[src/rtl/fir_pkg.sv]
// rtl/fir_pkg.sv - shared FIR coefficient sizes, types, default set and bank FSM states
package fir_pkg;

  localparam int NUM_COEF = 11;
  localparam int COEF_W   = 18;
  localparam int ADDR_W   = 4;

  typedef logic signed [COEF_W-1:0] coef_t;

  typedef enum logic {
    IDLE  = 1'b0,
    ARMED = 1'b1
  } bank_state_t;

  // Index 0 is the outer tap, NUM_COEF-1 the centre tap.
  localparam coef_t DEFAULT_COEF [NUM_COEF] = '{
    coef_t'(4095),   coef_t'(5901),   coef_t'(3327),  coef_t'(-3449),
    coef_t'(-10679), coef_t'(-12461), coef_t'(-4028), coef_t'(14916),
    coef_t'(38992),  coef_t'(59144),  coef_t'(66992)
  };

endpackage

[src/rtl/fir_coef_bank_ctrl_if.sv]
// rtl/fir_coef_bank_ctrl_if.sv - host write channel into the coefficient shadow bank
interface fir_coef_bank_ctrl_if;
  import fir_pkg::*;

  logic              wr_valid;
  logic              wr_ready;
  logic [ADDR_W-1:0] wr_addr;
  coef_t             wr_data;
  logic              wr_last;

  modport master (output wr_valid, wr_addr, wr_data, wr_last, input wr_ready);
  modport slave  (input wr_valid, wr_addr, wr_data, wr_last, output wr_ready);

endinterface

[src/rtl/fir_coef_shadow.sv]
// rtl/fir_coef_shadow.sv - shadow coefficient register file with per-entry written mask
module fir_coef_shadow
  import fir_pkg::*;
(
  input  logic              clk,
  input  logic              reset,
  input  logic              wr_en,
  input  logic [ADDR_W-1:0] wr_addr,
  input  coef_t             wr_data,
  input  logic              clear,
  output coef_t             shadow [NUM_COEF],
  output logic              complete
);

  logic [NUM_COEF-1:0] mask;
  logic [NUM_COEF-1:0] wr_hot;

  // One-hot of the entry being written this cycle (zero when no write)
  always_comb begin
    wr_hot = '0;
    if (wr_en) wr_hot = NUM_COEF'(1) << wr_addr;
  end

  // Completeness includes the write landing this cycle, so wr_last can be judged immediately
  assign complete = &(mask | wr_hot);

  // Shadow data: last write to an entry wins; contents survive a mask clear
  always_ff @(posedge clk or negedge reset) begin
    if (!reset) begin
      for (int i = 0; i < NUM_COEF; i++) shadow[i] <= '0;
    end else if (wr_en) begin
      shadow[wr_addr] <= wr_data;
    end
  end

  // Written mask: clear takes priority over a same-cycle write
  always_ff @(posedge clk or negedge reset) begin
    if (!reset)     mask <= '0;
    else if (clear) mask <= '0;
    else            mask <= mask | wr_hot;
  end

endmodule

[src/rtl/fir_coef_bank_ctrl.sv]
// rtl/fir_coef_bank_ctrl.sv - commits a complete host coefficient set to the active bank on a sample boundary
module fir_coef_bank_ctrl
  import fir_pkg::*;
#(
  parameter int VER_W = 8
) (
  input  logic                       clk,
  input  logic                       reset,
  input  logic                       samp_en,
  input  logic                       abort,
  fir_coef_bank_ctrl_if.slave        wr,
  output logic [NUM_COEF*COEF_W-1:0] coef_out,
  output logic                       swap_done,
  output logic                       err,
  output logic [VER_W-1:0]           coef_ver
);

  bank_state_t state, next_state;

  logic  wr_ready_q;
  logic  accept;
  logic  addr_ok;
  logic  shadow_wr;
  logic  mask_clr;
  logic  commit;
  logic  err_set;
  logic  complete;
  coef_t shadow [NUM_COEF];
  coef_t active [NUM_COEF];

  // Abort has priority over any write presented in the same cycle
  assign accept    = wr.wr_valid & wr_ready_q & ~abort;
  assign addr_ok   = wr.wr_addr < ADDR_W'(NUM_COEF);
  assign shadow_wr = (state == IDLE) & accept & addr_ok;

  fir_coef_shadow u_shadow (
    .clk      (clk),
    .reset    (reset),
    .wr_en    (shadow_wr),
    .wr_addr  (wr.wr_addr),
    .wr_data  (wr.wr_data),
    .clear    (mask_clr),
    .shadow   (shadow),
    .complete (complete)
  );

  // State register
  always_ff @(posedge clk or negedge reset) begin
    if (!reset) state <= IDLE;
    else        state <= next_state;
  end

  // Next state: arm on a complete set, leave ARMED on abort or sample strobe
  always_comb begin
    next_state = state;
    case (state)
      IDLE:    if (shadow_wr && wr.wr_last && complete) next_state = ARMED;
      ARMED:   if (abort || samp_en) next_state = IDLE;
      default: next_state = IDLE;
    endcase
  end

  // Control decode: mask clearing, commit and error requests
  always_comb begin
    mask_clr = 1'b0;
    commit   = 1'b0;
    err_set  = 1'b0;
    case (state)
      IDLE: begin
        if (abort) begin
          mask_clr = 1'b1;
        end else if (accept) begin
          if (!addr_ok) begin
            err_set = 1'b1;
          end else if (wr.wr_last && !complete) begin
            err_set  = 1'b1;
            mask_clr = 1'b1;
          end
        end
      end
      ARMED: begin
        if (abort) begin
          mask_clr = 1'b1;
        end else if (samp_en) begin
          commit   = 1'b1;
          mask_clr = 1'b1;
        end
      end
      default: ;
    endcase
  end

  // Registered ready: open only while the next state is IDLE
  always_ff @(posedge clk or negedge reset) begin
    if (!reset) wr_ready_q <= 1'b1;
    else        wr_ready_q <= (next_state == IDLE);
  end

  assign wr.wr_ready = wr_ready_q;

  // One-cycle status pulses, the cycle after the triggering edge
  always_ff @(posedge clk or negedge reset) begin
    if (!reset) begin
      swap_done <= 1'b0;
      err       <= 1'b0;
    end else begin
      swap_done <= commit;
      err       <= err_set;
    end
  end

  // Active bank: whole-set copy from shadow only on commit
  always_ff @(posedge clk or negedge reset) begin
    if (!reset)      active <= DEFAULT_COEF;
    else if (commit) active <= shadow;
  end

  // Commit version counter, wraps modulo 2**VER_W
  always_ff @(posedge clk or negedge reset) begin
    if (!reset)      coef_ver <= '0;
    else if (commit) coef_ver <= coef_ver + VER_W'(1);
  end

  for (genvar i = 0; i < NUM_COEF; i++) begin : g_out
    assign coef_out[i*COEF_W +: COEF_W] = active[i];
  end

endmodule

[src/flat_wrapper.sv]
// flat-port wrapper written by rule: the top's interface ports become plain ports
module fir_coef_bank_ctrl_flat import fir_pkg::*;
#(
  parameter int VER_W = 8
)
  (clk, reset, samp_en, abort, coef_out, swap_done, err, coef_ver, wr_wr_valid, wr_wr_addr, wr_wr_data, wr_wr_last, wr_wr_ready);
  fir_coef_bank_ctrl_if wr_i ();
  input  logic clk;
  input  logic reset;
  input  logic samp_en;
  input  logic abort;
  output logic [NUM_COEF*COEF_W-1:0] coef_out;
  output logic swap_done;
  output logic err;
  output logic [VER_W-1:0] coef_ver;
  input wire logic [$bits(wr_i.wr_valid)-1:0] wr_wr_valid;
  input wire logic [$bits(wr_i.wr_addr)-1:0] wr_wr_addr;
  input wire logic [$bits(wr_i.wr_data)-1:0] wr_wr_data;
  input wire logic [$bits(wr_i.wr_last)-1:0] wr_wr_last;
  output wire logic [$bits(wr_i.wr_ready)-1:0] wr_wr_ready;
  assign wr_i.wr_valid = wr_wr_valid;
  assign wr_i.wr_addr = wr_wr_addr;
  assign wr_i.wr_data = wr_wr_data;
  assign wr_i.wr_last = wr_wr_last;
  assign wr_wr_ready = wr_i.wr_ready;
  fir_coef_bank_ctrl #(.VER_W(VER_W)) u_core (.clk(clk), .reset(reset), .samp_en(samp_en), .abort(abort), .wr(wr_i), .coef_out(coef_out), .swap_done(swap_done), .err(err), .coef_ver(coef_ver));
endmodule
[config.mk]
export PLATFORM = sky130hd
export DESIGN_NAME = fir_coef_bank_ctrl_flat
export DESIGN_NICKNAME = d
export VERILOG_FILES = /design/src/rtl/fir_pkg.sv /design/src/rtl/fir_coef_bank_ctrl_if.sv /design/src/rtl/fir_coef_shadow.sv /design/src/rtl/fir_coef_bank_ctrl.sv /design/src/flat_wrapper.sv
export SDC_FILE = /design/constraint.sdc
export NUM_CORES = 1
export LEC_CHECK = 0
export CORE_ASPECT_RATIO = 0.5
export CORE_MARGIN = 3
export CORE_UTILIZATION = 43
export CTS_CLUSTER_SIZE = 20
export DETAILED_ROUTE_END_ITERATION = 8
export DONT_BUFFER_PORTS = 1
export PLACE_DENSITY_LB_ADDON = 0.2
export REMOVE_ABC_BUFFERS = 1
export SYNTH_ARGS = -nofsm -noshare
export SYNTH_HDL_FRONTEND = slang
export SYNTH_HIERARCHICAL = 1
export SYNTH_SLANG_ARGS = --single-unit
export TNS_END_PERCENT = 100
[constraint.sdc]
create_clock -name clk -period 3.4 [get_ports clk]
set_clock_uncertainty 0.15 [all_clocks]
set_input_delay 0.34 -clock clk [delete_from_list [all_inputs] [get_ports clk]]
set_output_delay 0.34 -clock clk [all_outputs]
set_load 0.005 [all_outputs]
==> results.toml <==
[min_path]
holdCritPathClass = "input pin to async pin"

[clock_network]
cts_sinks = 419
clockBufferDepth = 3
h-tree-depth = 2
clkLatencyLatePin_ns = 0.52
clkTransAtPathRegs_ns = 0.06
cts_root_buf = "clkbuf_16"
numCtsBuffers = 39
cts_tree = "built"
hold_buffers = 28

[power_and_ir_drop]
p_leak_nw = 9.06
p_clk_share_pct = 42.3
p_comb_share_pct = 4.6
p_seq_share_pct = 53.1
p_switching_w = 0.00219
internal_power_w = 0.00831
vdd_drop_max_uv = 263
swShare_pct = 20.9
powerDensity_nw_per_um2 = 582

[placement]
hpwl_mm = 21.7
place_area_um2 = 16400
place_congestion = 0.809
pre_cts_ws_ns = 0.0873
io_buffers = 0

[setup_path]
worstPathRequired_ns = 3.66
crit_fanout = 4
worst-path-buf-inv = 2
critPathSlowestCell = "dfstp_2"
crit_chain = "nand4bb_1, a21o_1, inv_2, nand3b_1, o21ba_4, or4_4, nor4b_4, nand2b_4, a21oi_1, dlygate4sd3_1"
critPathLaunchType = "register"
cp_top_family = "simple AND/OR/NAND/NOR gates"
r2r_cells = 10
path_class = "register to register"
rrSetupSlack_ns = 0.10
endpoint_kind = "register"
r2r-end = "u_core/err$_DFF_PN0_"
rr_startpoint = "u_core/wr.wr_ready$_DFF_PN1_"
max_stage_delay_ns = 0.56
cp.arrival_ns = 3.55

[grt]
grt_max_degree = 420
overflow = 0
track_usage_pct = 18.8
grt_first_pass_wirelength_mm = 58.2
grt_antenna_before_repair = 1
first_global_vias = 9989

[timing]
worst_pin_slew_ns = 2.15
max_slew_margin_pct = -43.5
period_needed_ns = 3.30
maxSlewViolCount = 271
whs_ns = -0.633
setup_viol = 0
hold_viol = 346
finalWorstSetupSlack_ns = 0.105
period_share_pct = 96.9
fmax_mhz = 303

[synth]
yosysUniqueCellTypes = 37
yosysTopAreaCell = "dfrtp_1"
synth_most_common_cell = "nand2_1"
synth-edff-count = 0
synth_compound_area_share_pct = 0.744
synth-simple-area-share_pct = 15.8
synth_top_family_by_area = "simple AND/OR/NAND/NOR gates"
yosysSeqAreaShare_pct = 66.3
synth_cells = 1376
synth_seq_cells = 419
synth_warnings = 6
synth_top_area_share_pct = 50.7
ys_top_cells_by_area = "dfrtp_1 (51%), dfstp_2 (16%), nand2_1 (14%)"
avgSynthCellArea_um2 = 11.6
async_flop_share_pct = 100
synthAdderAreaFrac_pct = 0.0783
netlist_area_um2 = 16000
synthTopCellsByCount = "nand2_1 (605), dfrtp_1 (324), mux2_2 (186)"
synthFlopType = "dfrtp_1"
synth-xor-area-share_pct = 0.384
synth.area.mux_share_pct = 13.9

[floorplanning]
io_pins = 237
die_x_um = 279
fp.dieH_um = 142
start_util_pct = 44.0
core_um2 = 36300
rows = 49
dieArea_um2 = 39700

[final_layout]
fin_area_um2 = 18000
drive_gt1_share_pct = 26.8
post-route-util_pct = 49.7
area_growth_pct = 12.8
fillers = 3204
finalNetCount = 1412
diodes = 0

[routing]
finalWirelength_mm = 37.6
drt_pass1_iterations = 5
drc = 0
wire_per_inst_um = 19.8
via_count = 9713
ant_nets = 0
drt_iter0_drc = 673
avgViaCountPerCell = 5.12

[run]
maxCapViolCount = 0

[run_status]
violations = "negative hold slack, max-slew violations"
outcome = "complete, but fails checks"
power groups by stage:
| stage | logic, W | registers, W | clock network [W] |
|---|---|---|---|
| finish | 0.000480 | 0.00558 | 0.00445 |
| global route | 0.000524 | 0.00562 | 0.00478 |
| CTS | 0.000481 | 0.00558 | 0.00458 |
| detailed placement | 0.000417 | 0.00566 | 0 |
| global placement | 0.000392 | 0.00564 | 0 |
| floorplan | 0.000365 | 0.00560 | 0 |
cell type report:
| cell class | count | area [µm²] | share of cell area [%] |
|---|---|---|---|
| flip-flops and latches | 419 | 10600 | 58.8 |
| clock buffers | 63 | 1220 | 6.76 |
| inverters | 6 | 27.5 | 0.153 |
| multi-input cells | 869 | 5020 | 27.8 |
| clock inverters | 8 | 93.8 | 0.520 |
| well taps | 484 | 606 | 3.36 |
| repair buffers | 48 | 468 | 2.59 |
per-stage QoR:
step | setup TNS, ns | cells | total power (W) | hold slack (ns)
6_report | 0 | 1897 | 0.0105 | -0.633
5_1_grt | -0.00169 | 1897 | 0.0109 | -0.665
4_1_cts | 0 | 1893 | 0.0106 | -0.675
3_5_place_dp | 0 | 1794 | 0.00608 | -0.0985
3_3_place_gp | 0 | 1794 | 0.00603 | -0.0968
2_1_floorplan | -138.83 | 1294 | 0.00597 | -0.106
worst reg2reg max path: stages, from the launching register on:
cell and delay [ns]:
dfstp_2 0.56, nand4bb_1 0.14, a21o_1 0.23, inv_2 0.10
nand3b_1 0.17, o21ba_4 0.25, or4_4 0.49, nor4b_4 0.28
nand2b_4 0.17, a21oi_1 0.06, dlygate4sd3_1 0.56
metal layers:
metal  track usage (%)  vias up  routed length [µm]
met4              5.96        2                1110
met1              25.1     5018               16400
li1                  -     4404                   -
met3              3.28       81                1500
met5                 0        -                  13
met2              31.5      208               18500
timing repair:
| action | in CTS | in global routing |
|---|---|---|
| resized for setup | 0 | 7 |
| endpoints found under the setup margin | 0 | 14 |
| buffers inserted | 0 | 4 |
| hold endpoints to repair | 623 | 419 |
how the worst max path moves through the flow:
stage | from | depth (start not counted) | slack [ns] | to
2_1_floorplan | abort | 4 | -0.96 | u_core/coef_ver[4]$_DFFE_PN0P_
3_3_place_gp | u_core/wr.wr_ready$_DFF_PN1_ | 10 | 0.20 | u_core/u_shadow/mask[8]$_DFF_PN0_
3_5_place_dp | u_core/wr.wr_ready$_DFF_PN1_ | 10 | 0.09 | u_core/u_shadow/mask[0]$_DFF_PN0_
4_1_cts | u_core/wr.wr_ready$_DFF_PN1_ | 10 | 0.06 | u_core/wr.wr_ready$_DFF_PN1_
5_1_grt | u_core/wr.wr_ready$_DFF_PN1_ | 10 | -0.002 | u_core/wr.wr_ready$_DFF_PN1_
6_report | u_core/wr.wr_ready$_DFF_PN1_ | 10 | 0.10 | u_core/err$_DFF_PN0_
kinds of logic (layout without fill, tap and decap cells):
logic type               count (synthesis)  count (layout)
flip-flops                             419             419
AND/OR/NAND/NOR                        645             645
XOR/XNOR                                 7               7
adder cells (fa/ha/maj)                  1               1
multiplexers                           198             198
buffers and inverters                   88             125
AO/OA/AOI/OAI                           18              18
state kept, by name, summed over array words and instances, names as in the netlist:
| name | flops |
|---|---|
| u_core/coef_out | 198 |
| u_core/coef_ver | 8 |
| u_core/err | 1 |
| u_core/state | 1 |
| u_core/swap_done | 1 |
| u_core/u_shadow/mask | 11 |
| u_core/u_shadow/shadow | 198 |
| u_core/wr.wr_ready | 1 |
placed cells by master, fill, tap and decap left out, drive strengths merged, types with 4 or more instances in the layout:
master	n
a21oi	8
buf	20
clkbuf	63
clkinv	6
dfrtp	324
dfstp	95
dlygate4sd3	28
inv	6
mux2	198
nand2	605
nand2b	6
nor2	17
xnor2	4
Note: power is estimated with default switching activity, not from simulation.
